$ cat config.mk
export PLATFORM = sky130hd
export DESIGN_NAME = seg_scan_driver_flat
export DESIGN_NICKNAME = d
export VERILOG_FILES = /design/src/rtl/seg_pkg.sv /design/src/rtl/seg_scan_driver_if.sv /design/src/rtl/seg_scan_driver_tick_gen.sv /design/src/rtl/seg_scan_driver.sv /design/src/flat_wrapper.sv
export SDC_FILE = /design/constraint.sdc
export NUM_CORES = 1
export LEC_CHECK = 0
export CAP_MARGIN = 10
export CORE_MARGIN = 3
export CORE_UTILIZATION = 35
export CTS_CLUSTER_DIAMETER = 100
export DETAILED_ROUTE_END_ITERATION = 12
export GPL_TIMING_DRIVEN = 0
export MAX_ROUTING_LAYER = met4
export PLACE_DENSITY = 0.65
export SLEW_MARGIN = 20
export SYNTH_ARGS = -nofsm -noshare
export SYNTH_HDL_FRONTEND = slang
export SYNTH_SLANG_ARGS = --single-unit
$ cat constraint.sdc
create_clock -name clk -period 7.3 [get_ports clk]
set_clock_uncertainty 0.2 [all_clocks]
set_input_delay 0.73 -clock clk [delete_from_list [all_inputs] [get_ports clk]]
set_output_delay 0.73 -clock clk [all_outputs]
set_load 0.01 [all_outputs]
$ cat src/rtl/seg_pkg.sv
// Shared constants and helpers for the multiplexed seven-segment scan driver.
package seg_pkg;

   localparam int SEG_A  = 0;
   localparam int SEG_B  = 1;
   localparam int SEG_C  = 2;
   localparam int SEG_D  = 3;
   localparam int SEG_E  = 4;
   localparam int SEG_F  = 5;
   localparam int SEG_G  = 6;
   localparam int SEG_DP = 7;

   localparam logic [7:0] SEG_OFF_HIGH = 8'h00;
   localparam logic [7:0] SEG_OFF_LOW  = 8'hFF;

   typedef enum logic {
      PHASE_VISIBLE = 1'b0,
      PHASE_HIDDEN  = 1'b1
   } blink_phase_t;

   function automatic logic [7:0] seg_inactive(input bit active_low);
      return active_low ? SEG_OFF_LOW : SEG_OFF_HIGH;
   endfunction

   // Counter width helper that never returns zero, so 1- and 2-entry ranges still get a bit.
   function automatic int clog2_min1(input int v);
      return (v <= 2) ? 1 : $clog2(v);
   endfunction

endpackage

$ cat src/rtl/seg_scan_driver_if.sv
// Control inputs and display drive outputs of the scan driver.
interface seg_scan_driver_if #(
   parameter int NUM_DIGITS  = 4,
   parameter int BRIGHT_BITS = 4
);
   logic                      enable;
   logic [8*NUM_DIGITS-1:0]   seg_data;
   logic [NUM_DIGITS-1:0]     blink_mask;
   logic [BRIGHT_BITS-1:0]    brightness;
   logic [7:0]                seg;
   logic [NUM_DIGITS-1:0]     seg_dig;
   logic                      frame_done;

   modport master (
      output enable, seg_data, blink_mask, brightness,
      input  seg, seg_dig, frame_done
   );

   modport slave (
      input  enable, seg_data, blink_mask, brightness,
      output seg, seg_dig, frame_done
   );
endinterface

$ cat src/rtl/seg_scan_driver_tick_gen.sv
// Clock-enable divider: counts 0..PERIOD-1 while run is high and flags the last count.
module seg_tick_gen
   import seg_pkg::*;
#(
   parameter int PERIOD = 16,
   parameter int CNT_W  = clog2_min1(PERIOD)
) (
   input  logic             clk,
   input  logic             rst,
   input  logic             run,
   output logic [CNT_W-1:0] count,
   output logic             last
);

   assign last = (count == CNT_W'(PERIOD - 1));

   always_ff @(posedge clk or posedge rst) begin
      if (rst) begin
         count <= '0;
      end else if (!run || last) begin
         count <= '0;
      end else begin
         count <= count + 1'b1;
      end
   end

endmodule

$ cat src/rtl/seg_scan_driver.sv
// Time-multiplexed seven-segment driver with anti-ghost blanking, PWM brightness and per-digit blink.
module seg_scan_driver
   import seg_pkg::*;
#(
   parameter int CLK_HZ         = 12_000_000,
   parameter int REFRESH_HZ     = 1000,
   parameter int NUM_DIGITS     = 4,
   parameter int BLANK_CYCLES   = 24,
   parameter int BRIGHT_BITS    = 4,
   parameter int BLINK_FRAMES   = 250,
   parameter int SEG_ACTIVE_LOW = 0,
   parameter int DIG_ACTIVE_LOW = 1
) (
   input logic clk,
   input logic rst,
   seg_scan_driver_if.slave bus
);

   localparam int SLOT_LEN = CLK_HZ / (REFRESH_HZ * NUM_DIGITS);
   localparam int WIN      = SLOT_LEN - BLANK_CYCLES;
   localparam int SC_W     = clog2_min1(SLOT_LEN);
   localparam int DI_W     = clog2_min1(NUM_DIGITS);
   localparam int BF_W     = clog2_min1(BLINK_FRAMES);
   localparam int ON_W     = SC_W + BRIGHT_BITS;

   localparam logic [7:0]            SEG_OFF = seg_inactive(SEG_ACTIVE_LOW != 0);
   localparam logic [NUM_DIGITS-1:0] DIG_OFF = (DIG_ACTIVE_LOW != 0) ? '1 : '0;

   if (NUM_DIGITS < 1 || NUM_DIGITS > 8 || SLOT_LEN <= BLANK_CYCLES + 1) begin : g_bad_params
      $error("seg_scan_driver: NUM_DIGITS must be 1..8 and SLOT_LEN must exceed BLANK_CYCLES+1");
   end

   // On-window length; all-ones brightness maps to the whole window instead of losing the top fraction.
   function automatic logic [SC_W:0] calc_on_len(input logic [BRIGHT_BITS-1:0] b);
      logic [ON_W-1:0] prod;
      prod = ON_W'(WIN) * ON_W'(b);
      if (&b) begin
         return (SC_W+1)'(WIN);
      end
      return (SC_W+1)'(prod >> BRIGHT_BITS);
   endfunction

   logic [SC_W-1:0]        sc;
   logic                   slot_last;
   logic [DI_W-1:0]        di;
   logic                   frame_end;
   blink_phase_t           phase;
   logic [BF_W-1:0]        blink_cnt;
   logic [7:0]             seg_slot_p0;
   logic [BRIGHT_BITS-1:0] bright_p0;
   logic [SC_W:0]          sc_x;
   logic [SC_W:0]          on_len;
   logic                   in_window;
   logic                   blanked;
   logic                   digit_on;
   logic [NUM_DIGITS-1:0]  dig_onehot;
   logic [7:0]             seg_p1;
   logic [NUM_DIGITS-1:0]  seg_dig_p1;
   logic                   frame_done_p1;

   seg_tick_gen #(
      .PERIOD (SLOT_LEN),
      .CNT_W  (SC_W)
   ) u_tick (
      .clk   (clk),
      .rst   (rst),
      .run   (bus.enable),
      .count (sc),
      .last  (slot_last)
   );

   assign frame_end = bus.enable && slot_last && (di == DI_W'(NUM_DIGITS - 1));

   always_ff @(posedge clk or posedge rst) begin
      if (rst) begin
         di <= '0;
      end else if (!bus.enable) begin
         di <= '0;
      end else if (slot_last) begin
         di <= (di == DI_W'(NUM_DIGITS - 1)) ? '0 : di + 1'b1;
      end
   end

   always_ff @(posedge clk or posedge rst) begin
      if (rst) begin
         phase     <= PHASE_VISIBLE;
         blink_cnt <= '0;
      end else if (!bus.enable) begin
         phase     <= PHASE_VISIBLE;
         blink_cnt <= '0;
      end else if (frame_end) begin
         if (blink_cnt == BF_W'(BLINK_FRAMES - 1)) begin
            blink_cnt <= '0;
            phase     <= (phase == PHASE_VISIBLE) ? PHASE_HIDDEN : PHASE_VISIBLE;
         end else begin
            blink_cnt <= blink_cnt + 1'b1;
         end
      end
   end

   // Stage p0: slot data and frame brightness captured on the first clock of their slot/frame.
   always_ff @(posedge clk) begin
      if (bus.enable && sc == '0) begin
         seg_slot_p0 <= bus.seg_data[{di, 3'b000} +: 8];
         if (di == '0) begin
            bright_p0 <= bus.brightness;
         end
      end
   end

   assign sc_x       = {1'b0, sc};
   assign on_len     = calc_on_len(bright_p0);
   assign in_window  = (sc_x >= (SC_W+1)'(BLANK_CYCLES)) &&
                       (sc_x <  (SC_W+1)'(BLANK_CYCLES) + on_len);
   assign blanked    = bus.blink_mask[di] && (phase == PHASE_HIDDEN);
   assign digit_on   = bus.enable && in_window && !blanked;
   assign dig_onehot = NUM_DIGITS'(1) << di;

   // Stage p1: registered drive; XOR with the inactive level applies the line polarity.
   always_ff @(posedge clk or posedge rst) begin
      if (rst) begin
         seg_p1        <= SEG_OFF;
         seg_dig_p1    <= DIG_OFF;
         frame_done_p1 <= 1'b0;
      end else begin
         frame_done_p1 <= frame_end;
         if (digit_on) begin
            seg_p1     <= seg_slot_p0 ^ SEG_OFF;
            seg_dig_p1 <= dig_onehot ^ DIG_OFF;
         end else begin
            seg_p1     <= SEG_OFF;
            seg_dig_p1 <= DIG_OFF;
         end
      end
   end

   assign bus.seg        = seg_p1;
   assign bus.seg_dig    = seg_dig_p1;
   assign bus.frame_done = frame_done_p1;

endmodule
$ cat src/flat_wrapper.sv
// flat-port wrapper written by rule: the top's interface ports become plain ports
module seg_scan_driver_flat import seg_pkg::*;
#(
   parameter int CLK_HZ         = 12_000_000,
   parameter int REFRESH_HZ     = 1000,
   parameter int NUM_DIGITS     = 4,
   parameter int BLANK_CYCLES   = 24,
   parameter int BRIGHT_BITS    = 4,
   parameter int BLINK_FRAMES   = 250,
   parameter int SEG_ACTIVE_LOW = 0,
   parameter int DIG_ACTIVE_LOW = 1
)
  (clk, rst, bus_enable, bus_seg_data, bus_blink_mask, bus_brightness, bus_seg, bus_seg_dig, bus_frame_done);
  seg_scan_driver_if #(.NUM_DIGITS(NUM_DIGITS), .BRIGHT_BITS(BRIGHT_BITS)) bus_i ();
  input logic clk;
  input logic rst;
  input wire logic [$bits(bus_i.enable)-1:0] bus_enable;
  input wire logic [$bits(bus_i.seg_data)-1:0] bus_seg_data;
  input wire logic [$bits(bus_i.blink_mask)-1:0] bus_blink_mask;
  input wire logic [$bits(bus_i.brightness)-1:0] bus_brightness;
  output wire logic [$bits(bus_i.seg)-1:0] bus_seg;
  output wire logic [$bits(bus_i.seg_dig)-1:0] bus_seg_dig;
  output wire logic [$bits(bus_i.frame_done)-1:0] bus_frame_done;
  assign bus_i.enable = bus_enable;
  assign bus_i.seg_data = bus_seg_data;
  assign bus_i.blink_mask = bus_blink_mask;
  assign bus_i.brightness = bus_brightness;
  assign bus_seg = bus_i.seg;
  assign bus_seg_dig = bus_i.seg_dig;
  assign bus_frame_done = bus_i.frame_done;
  seg_scan_driver #(.CLK_HZ(CLK_HZ), .REFRESH_HZ(REFRESH_HZ), .NUM_DIGITS(NUM_DIGITS), .BLANK_CYCLES(BLANK_CYCLES), .BRIGHT_BITS(BRIGHT_BITS), .BLINK_FRAMES(BLINK_FRAMES), .SEG_ACTIVE_LOW(SEG_ACTIVE_LOW), .DIG_ACTIVE_LOW(DIG_ACTIVE_LOW)) u_core (.clk(clk), .rst(rst), .bus(bus_i));
endmodule
==> results.sh, run 1 <==
export IMPL_fin_crit_sh=0.660
export IMPL_cts_resized_gates=0
export IMPL_synthArstFlopShare=0.750
export IMPL_drive_above_1_share=0.0919
export IMPL_clk_pin_slew_worst_paths_ps=90
export IMPL_fillers=841
export IMPL_syn_area_per_cell_sq_um=10.5
export IMPL_vias=2496
export IMPL_route_detailed_drc=0
export IMPL_maxCapViolations=0
export IMPL_critPathCaptureType="flop"
export IMPL_path_class="flop to flop"
export IMPL_timing_fmax_ghz=0.208
export IMPL_grt_pass1_vias=2413
export IMPL_worstPathCellList="ha_1 -> inv_1 -> fa_1 -> inv_1 -> fa_1 -> a211oi_1 -> nor2_1 -> xor2_1 -> xor2_1 -> nor2_1 -> ha_1 -> nand2_1 -> o21ai_0 -> o41ai_1 -> nand3_1 -> a21boi_1"
export IMPL_tightest_slew_ps=738
export IMPL_synth_edf_count=12
export IMPL_cts_setup_buffers=0
export IMPL_initial_core_util=0.364
export IMPL_antenna_cells=0
export IMPL_cpMaxStageDelayCell="edfxtp_1"
export IMPL_fin_tns_setup_ps=0
export IMPL_grt_max_degree=37
export IMPL_dr_pass1_iters=4
export IMPL_crit_fanout=8
export IMPL_netlist_instances=308
export IMPL_powerDensity_nw_per_um2=176
export IMPL_hp_class="flop to flop"
export IMPL_maxSlewViolCount=0
export IMPL_globalplace_congestion=0.807
export IMPL_synth_area_top_cells="dfrtp_1 (25%), ha_1 (13%), edfxtp_1 (11%)"
export IMPL_drtIter0Drc=103
export IMPL_timing_final_hold_violations=0
export IMPL_ys_warn_count=0
export IMPL_r2r_setup_slack_ps=2480
export IMPL_run_status="finished, final reports clean"
export IMPL_wire_per_inst_um=14.4
export IMPL_portBuffers=54
export IMPL_grt_pass1_wl_um=11400
export IMPL_hold_path_depth=1
export IMPL_rsz0062_at_grt="false"
export IMPL_numCtsBuffers=5
export IMPL_hold_end="u_core.bus.seg[0]$_DFF_PP0_"
export IMPL_die_area_sq_um=10400
export IMPL_fin_hold_ws_ps=286
export IMPL_finalNetCount=450
export IMPL_dpl_hpwl_um=5480
export IMPL_crit_arrival_ps=4840
export IMPL_antenna_found_initial=0
export IMPL_clk_latency_ps=300
export IMPL_clk_path_buf_depth=2
export IMPL_routed_via_density=5.22
export IMPL_detail_route_antenna_nets=0
export IMPL_cpLargestDelayFamily="adder cells"
export IMPL_final_min_clock_period_ps=4820
export IMPL_r2r_start="u_core.bright_p0[1]$_DFFE_PP_"
export IMPL_synth_flop_cell="dfrtp_1"
export IMPL_yosysTopAreaCell="dfrtp_1"
export IMPL_synth_distinct_cells=56
export IMPL_p_leak_nw=1.69
export IMPL_finalWirelength_um=6870
export IMPL_core_sq_um=8850
export IMPL_ctsHoldBuffers=0
export IMPL_syn_nets=389
export IMPL_grt_usage=0.140
export IMPL_syn_cell_area_sq_um=3220
export IMPL_peakVddDrop_v=0.0000862
export IMPL_cp_data_required_time_ps=7320
export IMPL_cp_buffers_inverters=2
export IMPL_rr_endpoint="u_core.bus.seg[5]$_DFF_PP0_"
export IMPL_reg2regPathDepth=16
export IMPL_setup_violations=0
export IMPL_hold_path_startpoint="u_core.seg_slot_p0[0]$_DFFE_PP_"
export IMPL_area_delta_synth_final_pct=24.4
export IMPL_cts_htree_levels=2
export IMPL_num_rows=34
export IMPL_clock_root_buffer="clkbuf_8"
export IMPL_io_pins=56
export IMPL_synth_top_cell_area_share=0.249
export IMPL_tritoncts="done"
export IMPL_max_slew_margin_rel=0.507
export IMPL_die_height_um=102
export IMPL_ys_seq_area_frac=0.393
export IMPL_cts_sinks=48
export IMPL_crit_path_start_kind="flop"
export IMPL_total_power_w=0.000703
export IMPL_grt_overflow=0
export IMPL_max_stage_delay_ps=520
export IMPL_synth_seq_cells=48
export IMPL_die_w_um=102
## layout by cell type, fill, tap and decap left out, types with 5 or more instances in the layout
master            n
nor2_1           26
xor2_1            9
xnor2_1           8
dfrtp_1          32
nor2b_1           5
inv_1            20
ha_1             34
nand2_1          18
nand3_1          15
edfxtp_1         12
mux4_2            9
nor3_1            6
clkbuf_1          7
a21oi_1           8
clkdlybuf4s50_1  54
o31ai_1           5
o21ai_0          18
a21boi_1          8
clkbuf_8          5
## layout make-up
cell class,instances,area (sq um),share of cell area
clock inverters,3,42.5,0.0106
flip-flops and latches,48,1270,0.316
multi-input cells,229,1830,0.456
clock buffers,5,68.8,0.0172
plain buffers,10,46.3,0.0116
repair buffers,54,541,0.135
inverters,21,78.8,0.0197
well taps,108,135,0.0337
## through the flow
step	instance area, sq um	util	std cells	setup WS [ps]
after global routing	4010	0.453	478	2190
after detailed placement	3890	0.440	470	2580
after global placement	3890	0.440	470	2560
after CTS	4010	0.453	478	2520
after floorplan	3220	-	308	3170
final	4010	0.453	478	2480
## report_power, final
part / internal (W) / switching, W
clock network: 0.000101 / 0.0000896
logic: 0.000108 / 0.000118
registers: 0.000282 / 0.00000448
total: 0.000492 / 0.000212
## synth_stat cells, types with 4 or more instances
library cell / instances
dfrtp_1: 32
nor2b_1: 5
nor3_1: 6
nand2_1: 18
dfstp_2: 4
o31ai_1: 5
inv_1: 21
a21oi_1: 8
a21boi_1: 8
edfxtp_1: 12
xor2_1: 9
xnor2_1: 8
and3_1: 4
o21ai_0: 18
clkbuf_1: 7
fa_1: 4
ha_1: 34
mux4_2: 9
nor2_1: 26
nand3_1: 15
o41ai_1: 4
## cells by family after synthesis
group,synth area share
XOR/XNOR,0.0463
AND/OR/NAND/NOR,0.174
flip-flops,0.393
multiplexers,0.0630
AO/OA/AOI/OAI,0.127
buffers and inverters,0.0389
adder cells (fa/ha/maj),0.157
## routing by layer
layer / vias to the layer above / GRT usage / share of wire
met3: 6 / 0.0259 / 0.032
met1: 1206 / 0.190 / 0.47
met2: 48 / 0.223 / 0.49
met4: 0 / 0.0212 / 0.0061
met5: - / - / 0
li1: 1236 / - / -
## worst max-delay path by stage
stage,start,endpoint,slack [ps],cells past startpoint
after floorplan,u_core.bright_p0[1]$_DFFE_PP_,u_core.bus.seg[0]$_DFF_PP0_,3170,16
after global placement,u_core.bright_p0[1]$_DFFE_PP_,u_core.bus.seg[1]$_DFF_PP0_,2560,16
after detailed placement,u_core.bright_p0[1]$_DFFE_PP_,u_core.bus.seg[5]$_DFF_PP0_,2580,16
after CTS,u_core.bright_p0[1]$_DFFE_PP_,u_core.bus.seg[5]$_DFF_PP0_,2520,16
after global routing,u_core.bright_p0[1]$_DFFE_PP_,u_core.bus.seg[1]$_DFF_PP0_,2190,16
final,u_core.bright_p0[1]$_DFFE_PP_,u_core.bus.seg[5]$_DFF_PP0_,2480,16
## registers in the layout, summed over array words and instances, names as in the netlist
register / count
u_core.bus.seg: 8
u_core.blink_cnt: 8
u_core.phase: 1
u_core.bus.seg_dig: 4
u_core.bright_p0: 4
u_core.u_tick.count: 12
u_core.seg_slot_p0: 8
u_core.bus.frame_done: 1
u_core.di: 2
Note: power is estimated with default switching activity, not from simulation.
==> run 2, diff against run 1 <==
==> constraint.sdc (replaced) <==
create_clock -name clk -period 5 [get_ports clk]
set_clock_uncertainty 0.2 [all_clocks]
set_input_delay 0.5 -clock clk [delete_from_list [all_inputs] [get_ports clk]]
set_output_delay 0.5 -clock clk [all_outputs]
set_load 0.01 [all_outputs]
==> results.sh, run 2 (same netlist as run 1, synthesis figures left out) <==
export IMPL_largest_register="u_core.u_tick.count"
export IMPL_fillers=840
export IMPL_crit_path_start_kind="flop"
export IMPL_hold_path_startpoint="u_core.seg_slot_p0[0]$_DFFE_PP_"
export IMPL_cp_data_required_time_ps=5020
export IMPL_grt_usage=0.140
export IMPL_clk_pin_slew_worst_paths_ps=90
export IMPL_detail_route_antenna_nets=0
export IMPL_r2r_start="u_core.bright_p0[1]$_DFFE_PP_"
export IMPL_grt_pass1_vias=2413
export IMPL_wire_per_inst_um=14.3
export IMPL_core_sq_um=8850
export IMPL_maxCapViolations=0
export IMPL_fin_tns_setup_ps=0
export IMPL_crit_arrival_ps=4680
export IMPL_num_rows=34
export IMPL_total_power_w=0.00103
export IMPL_route_detailed_drc=0
export IMPL_rsz0062_at_grt="false"
export IMPL_run_status="finished, final reports clean"
export IMPL_drtIter0Drc=95
export IMPL_fin_crit_sh=0.931
export IMPL_maxSlewViolCount=0
export IMPL_reg2regPathDepth=16
export IMPL_drive_above_1_share=0.0973
export IMPL_critPathCaptureType="flop"
export IMPL_max_slew_margin_rel=0.507
export IMPL_numCtsBuffers=5
export IMPL_clk_latency_ps=300
export IMPL_p_leak_nw=1.69
export IMPL_crit_fanout=8
export IMPL_dpl_hpwl_um=5480
export IMPL_largest_reg_flops=12
export IMPL_tightest_slew_ps=738
export IMPL_setup_violations=0
export IMPL_peakVddDrop_v=0.000126
export IMPL_cpLargestDelayFamily="adder cells"
export IMPL_die_height_um=102
export IMPL_cts_htree_levels=2
export IMPL_final_cell_mix="clkdlybuf4s50_1 (54), ha_1 (34), dfrtp_1 (32)"
export IMPL_seq_area_sq_um=1270
export IMPL_max_stage_delay_ps=520
export IMPL_initial_core_util=0.364
export IMPL_antenna_cells=0
export IMPL_cpMaxStageDelayCell="edfxtp_1"
export IMPL_finalNetCount=450
export IMPL_antenna_found_initial=0
export IMPL_timing_final_hold_violations=0
export IMPL_grt_pass1_wl_um=11400
export IMPL_final_min_clock_period_ps=4650
export IMPL_dr_pass1_iters=4
export IMPL_cp_buffers_inverters=2
export IMPL_multiInputGateArea_sq_um=1840
export IMPL_io_pins=56
export IMPL_finalWirelength_um=6850
export IMPL_clk_path_buf_depth=2
export IMPL_worstPathCellList="ha_1 -> inv_1 -> fa_1 -> inv_1 -> fa_1 -> a211oi_2 -> nor2_1 -> xor2_1 -> xor2_1 -> nor2_1 -> ha_1 -> nand2_1 -> o21ai_0 -> o41ai_1 -> nand3_1 -> a21boi_1"
export IMPL_grt_overflow=0
export IMPL_die_area_sq_um=10400
export IMPL_hold_path_depth=1
export IMPL_hp_class="flop to flop"
export IMPL_cts_sinks=48
export IMPL_portBuffers=54
export IMPL_grt_max_degree=37
export IMPL_r2r_setup_slack_ps=350
export IMPL_hold_end="u_core.bus.seg[0]$_DFF_PP0_"
export IMPL_layout_commonest_cell="clkdlybuf4s50_1"
export IMPL_die_w_um=102
export IMPL_area_delta_synth_final_pct=24.8
export IMPL_tritoncts="done"
export IMPL_vias=2496
export IMPL_globalplace_congestion=0.807
export IMPL_path_class="flop to flop"
export IMPL_rr_endpoint="u_core.bus.seg[5]$_DFF_PP0_"
export IMPL_routed_via_density=5.22
export IMPL_clock_root_buffer="clkbuf_8"
export IMPL_timing_fmax_ghz=0.215
export IMPL_powerDensity_nw_per_um2=257
export IMPL_cts_setup_buffers=0
run 2: cell counts in the layout (fill, tap and decap cells not counted):
Identical to the previous run, type by type.
run 2: worst reg2reg max path: stages (launching register included):
cell and delay [ps]:
edfxtp_1 520, ha_1 340, inv_1 50, fa_1 470
inv_1 70, fa_1 470, a211oi_2 330, nor2_1 110
xor2_1 270, xor2_1 180, nor2_1 60, ha_1 300
nand2_1 70, o21ai_0 130, o41ai_1 410, nand3_1 360
a21boi_1 250
run 2: area by class of cell:
class / count / area share
Buffer: 10 / 0.0115
Clock buffer: 5 / 0.0171
Clock inverter: 3 / 0.0106
Inverter: 21 / 0.0196
Multi-Input combinational cell: 229 / 0.458
Sequential cell: 48 / 0.315
Tap cell: 108 / 0.0336
Timing Repair Buffer: 54 / 0.135
run 2: per-layer routing:
layer / share of wire / routed length, um / track usage
met1: 0.47 / 3240 / 0.190
met2: 0.49 / 3350 / 0.223
met3: 0.032 / 222 / 0.0259
met4: 0.0061 / 42 / 0.0212
met5: 0 / 0 / -
run 2: stage by stage:
stage	cell area (sq um)	util	hold WS [ps]	cells	setup slack [ps]
after global placement	3890	0.440	269	470	257
after global routing	4020	0.454	315	478	28.0
after floorplan	3220	-	245	308	866
after detailed placement	3890	0.440	272	470	280
final	4020	0.454	286	478	346
after CTS	4010	0.453	288	478	224
run 2: worst max-delay path by stage:
| stage | cells past startpoint | slack, ps | endpoint | from |
|---|---|---|---|---|
| finish | 16 | 350 | u_core.bus.seg[5]$_DFF_PP0_ | u_core.bright_p0[1]$_DFFE_PP_ |
| floorplan | 16 | 870 | u_core.bus.seg[0]$_DFF_PP0_ | u_core.bright_p0[1]$_DFFE_PP_ |
| global placement | 16 | 260 | u_core.bus.seg[1]$_DFF_PP0_ | u_core.bright_p0[1]$_DFFE_PP_ |
| CTS | 16 | 220 | u_core.bus.seg[5]$_DFF_PP0_ | u_core.bright_p0[1]$_DFFE_PP_ |
| global route | 16 | 30 | u_core.bus.seg[1]$_DFF_PP0_ | u_core.bright_p0[1]$_DFFE_PP_ |
| detailed placement | 16 | 280 | u_core.bus.seg[5]$_DFF_PP0_ | u_core.bright_p0[1]$_DFFE_PP_ |
run 2: repair_timing:
item / in CTS / in global routing
setup endpoints to repair: 0 / 9
hold buffers: 0 / 0
resized for setup: 0 / 2
endpoints found under the hold margin: 0 / 0
run 2: where the power goes:
group	switching, W	leakage, nW	internal [W]
logic	0.000174	1.03	0.000159
registers	0.00000655	0.599	0.000412
clock network	0.000131	0.0541	0.000148
total	0.000312	1.69	0.000720
==> run 3, diff against run 2 <==
--- a/config.mk
+++ b/config.mk
@@ -5,14 +5,15 @@
 export SDC_FILE = /design/constraint.sdc
 export NUM_CORES = 1
 export LEC_CHECK = 0
-export CAP_MARGIN = 10
+export CAP_MARGIN = 20
 export CORE_MARGIN = 3
 export CORE_UTILIZATION = 35
 export CTS_CLUSTER_DIAMETER = 100
 export DETAILED_ROUTE_END_ITERATION = 12
+export DONT_BUFFER_PORTS = 1
 export GPL_TIMING_DRIVEN = 0
 export MAX_ROUTING_LAYER = met4
-export PLACE_DENSITY = 0.65
+export PLACE_DENSITY = 0.57
 export SLEW_MARGIN = 20
 export SYNTH_ARGS = -nofsm -noshare
 export SYNTH_HDL_FRONTEND = slang
==> results.sh, run 3 (same netlist as run 1, synthesis figures left out) <==
export IMPL_crit_fanout=7
export IMPL_cts_sinks=48
export IMPL_crit_arrival_ps=4630
export IMPL_max_slew_margin_rel=0.492
export IMPL_dr_pass1_iters=4
export IMPL_setup_violations=0
export IMPL_clk_pin_slew_worst_paths_ps=90
export IMPL_fin_crit_sh=0.924
export IMPL_cts_resized_gates=0
export IMPL_rsz0062_at_grt="false"
export IMPL_antenna_found_initial=0
export IMPL_antenna_cells=0
export IMPL_portBuffers=0
export IMPL_grt_usage=0.138
export IMPL_critPathCaptureType="flop"
export IMPL_path_class="flop to flop"
export IMPL_clock_root_buffer="clkbuf_8"
export IMPL_grt_pass1_vias=2264
export IMPL_crit_path_start_kind="flop"
export IMPL_cts_setup_buffers=0
export IMPL_num_rows=34
export IMPL_finalWirelength_um=6640
export IMPL_vias=2280
export IMPL_detail_route_antenna_nets=0
export IMPL_powerDensity_nw_per_um2=272
export IMPL_die_w_um=102
export IMPL_largest_register="u_core.u_tick.count"
export IMPL_area_delta_synth_final_pct=7.38
export IMPL_maxSlewViolCount=0
export IMPL_timing_fmax_ghz=0.217
export IMPL_die_area_sq_um=10400
export IMPL_p_leak_nw=1.48
export IMPL_grt_max_degree=37
export IMPL_finalNetCount=396
export IMPL_die_height_um=102
export IMPL_tritoncts="done"
export IMPL_cts_htree_levels=2
export IMPL_final_min_clock_period_ps=4620
export IMPL_initial_core_util=0.364
export IMPL_grt_pass1_wl_um=11000
export IMPL_fin_util=0.391
export IMPL_largest_reg_flops=12
export IMPL_numCtsBuffers=5
export IMPL_ctsHoldBuffers=0
export IMPL_core_sq_um=8850
export IMPL_run_status="finished, final reports clean"
export IMPL_drtIter0Drc=121
export IMPL_dpl_hpwl_um=5150
export IMPL_clk_path_buf_depth=2
export IMPL_cp_data_required_time_ps=5010
export IMPL_wire_per_inst_um=15.7
export IMPL_hp_class="input pin to async pin"
export IMPL_globalplace_congestion=0.847
export IMPL_timing_final_hold_violations=0
export IMPL_fin_tns_setup_ps=0
export IMPL_tightest_slew_ps=751
export IMPL_reg2regPathDepth=17
export IMPL_io_pins=56
export IMPL_route_detailed_drc=0
export IMPL_maxCapViolations=0
export IMPL_layout_commonest_cell="ha_1"
export IMPL_clk_latency_ps=290
export IMPL_peakVddDrop_v=0.000149
export IMPL_grt_overflow=0
export IMPL_drive_above_1_share=0.111
export IMPL_routed_via_density=5.38
export IMPL_final_cell_mix="ha_1 (34), dfrtp_1 (32), nor2_1 (26)"
-- run 3: cell types whose count changed in the layout (fill, tap and decap cells not counted), sizes merged --
| cell | previous run | this run |
|---|---|---|
| bufinv | 1 | 0 |
| clkbuf | 12 | 13 |
| clkdlybuf4s50 | 54 | 0 |
| clkinv | 1 | 2 |
| clkinvlp | 1 | 0 |
-- run 3: path summary, 6_finish.rpt --
| kind | endpoint | start | slack [ps] |
|---|---|---|---|
| setup reg to reg | u_core.bus.seg_dig[2]$_DFF_PP1_ | u_core.bright_p0[1]$_DFFE_PP_ | 380 |
| setup / recovery | u_core.bus.seg_dig[2]$_DFF_PP1_ | u_core.bright_p0[1]$_DFFE_PP_ | 380 |
| max in group asynchronous | u_core.u_tick.count[6]$_DFF_PP0_ | rst | 4100 |
| min in group clk | u_core.bright_p0[2]$_DFFE_PP_ | bus_brightness[2] | 100 |
| hold reg to reg | u_core.blink_cnt[4]$_DFFE_PP0P_ | u_core.blink_cnt[4]$_DFFE_PP0P_ | 290 |
| hold / removal | u_core.di[0]$_DFFE_PP0N_ | rst | 20 |
-- run 3: layout make-up --
cell class / count / area, sq um
fillers: 875 / 5390
plain buffers: 10 / 46.3
clock buffers: 6 / 72.6
multi-input cells: 229 / 1850
flip-flops and latches: 48 / 1270
clock inverters: 2 / 12.5
inverters: 21 / 78.8
well taps: 108 / 135
-- run 3: where the power goes --
group	internal (W)	switching (W)	leakage [nW]
Combinational	0.000130	0.000171	0.835
Clock	0.0000980	0.000122	0.0428
Sequential	0.000412	0.00000643	0.599
Total	0.000641	0.000299	1.48
-- run 3: worst max-delay path: stages (launching register included) --
cell and delay (ps):
edfxtp_1 510, ha_1 330, inv_1 50, fa_1 480, inv_1 70, ha_1 300, a211oi_2 290, nor2_1 130
nor4_1 450, xor2_1 180, nor2_1 60, ha_1 300, nand2_1 60, o21ai_0 300, o2111a_1 260, o41ai_2 90
and3_1 250, o21ai_0 210
-- run 3: layer usage --
metal  up-vias  GRT usage  share of wire
met3         5     0.0184          0.030
met5         -          -              0
li1       1126          -              -
met4         0     0.0363         0.0093
met1      1099      0.196           0.48
met2        50      0.210           0.48
-- run 3: metrics by stage --
stage	power (W)	worst slack (ps)	cell area (sq um)	hold slack [ps]	instances
after global routing	0.00101	32.1	3460	49.6	424
after CTS	0.000950	213	3440	39.8	424
after global placement	0.000720	281	3350	270	416
after floorplan	0.000669	866	3220	245	308
final	0.000940	381	3460	15.0	424
after detailed placement	0.000727	259	3350	267	416
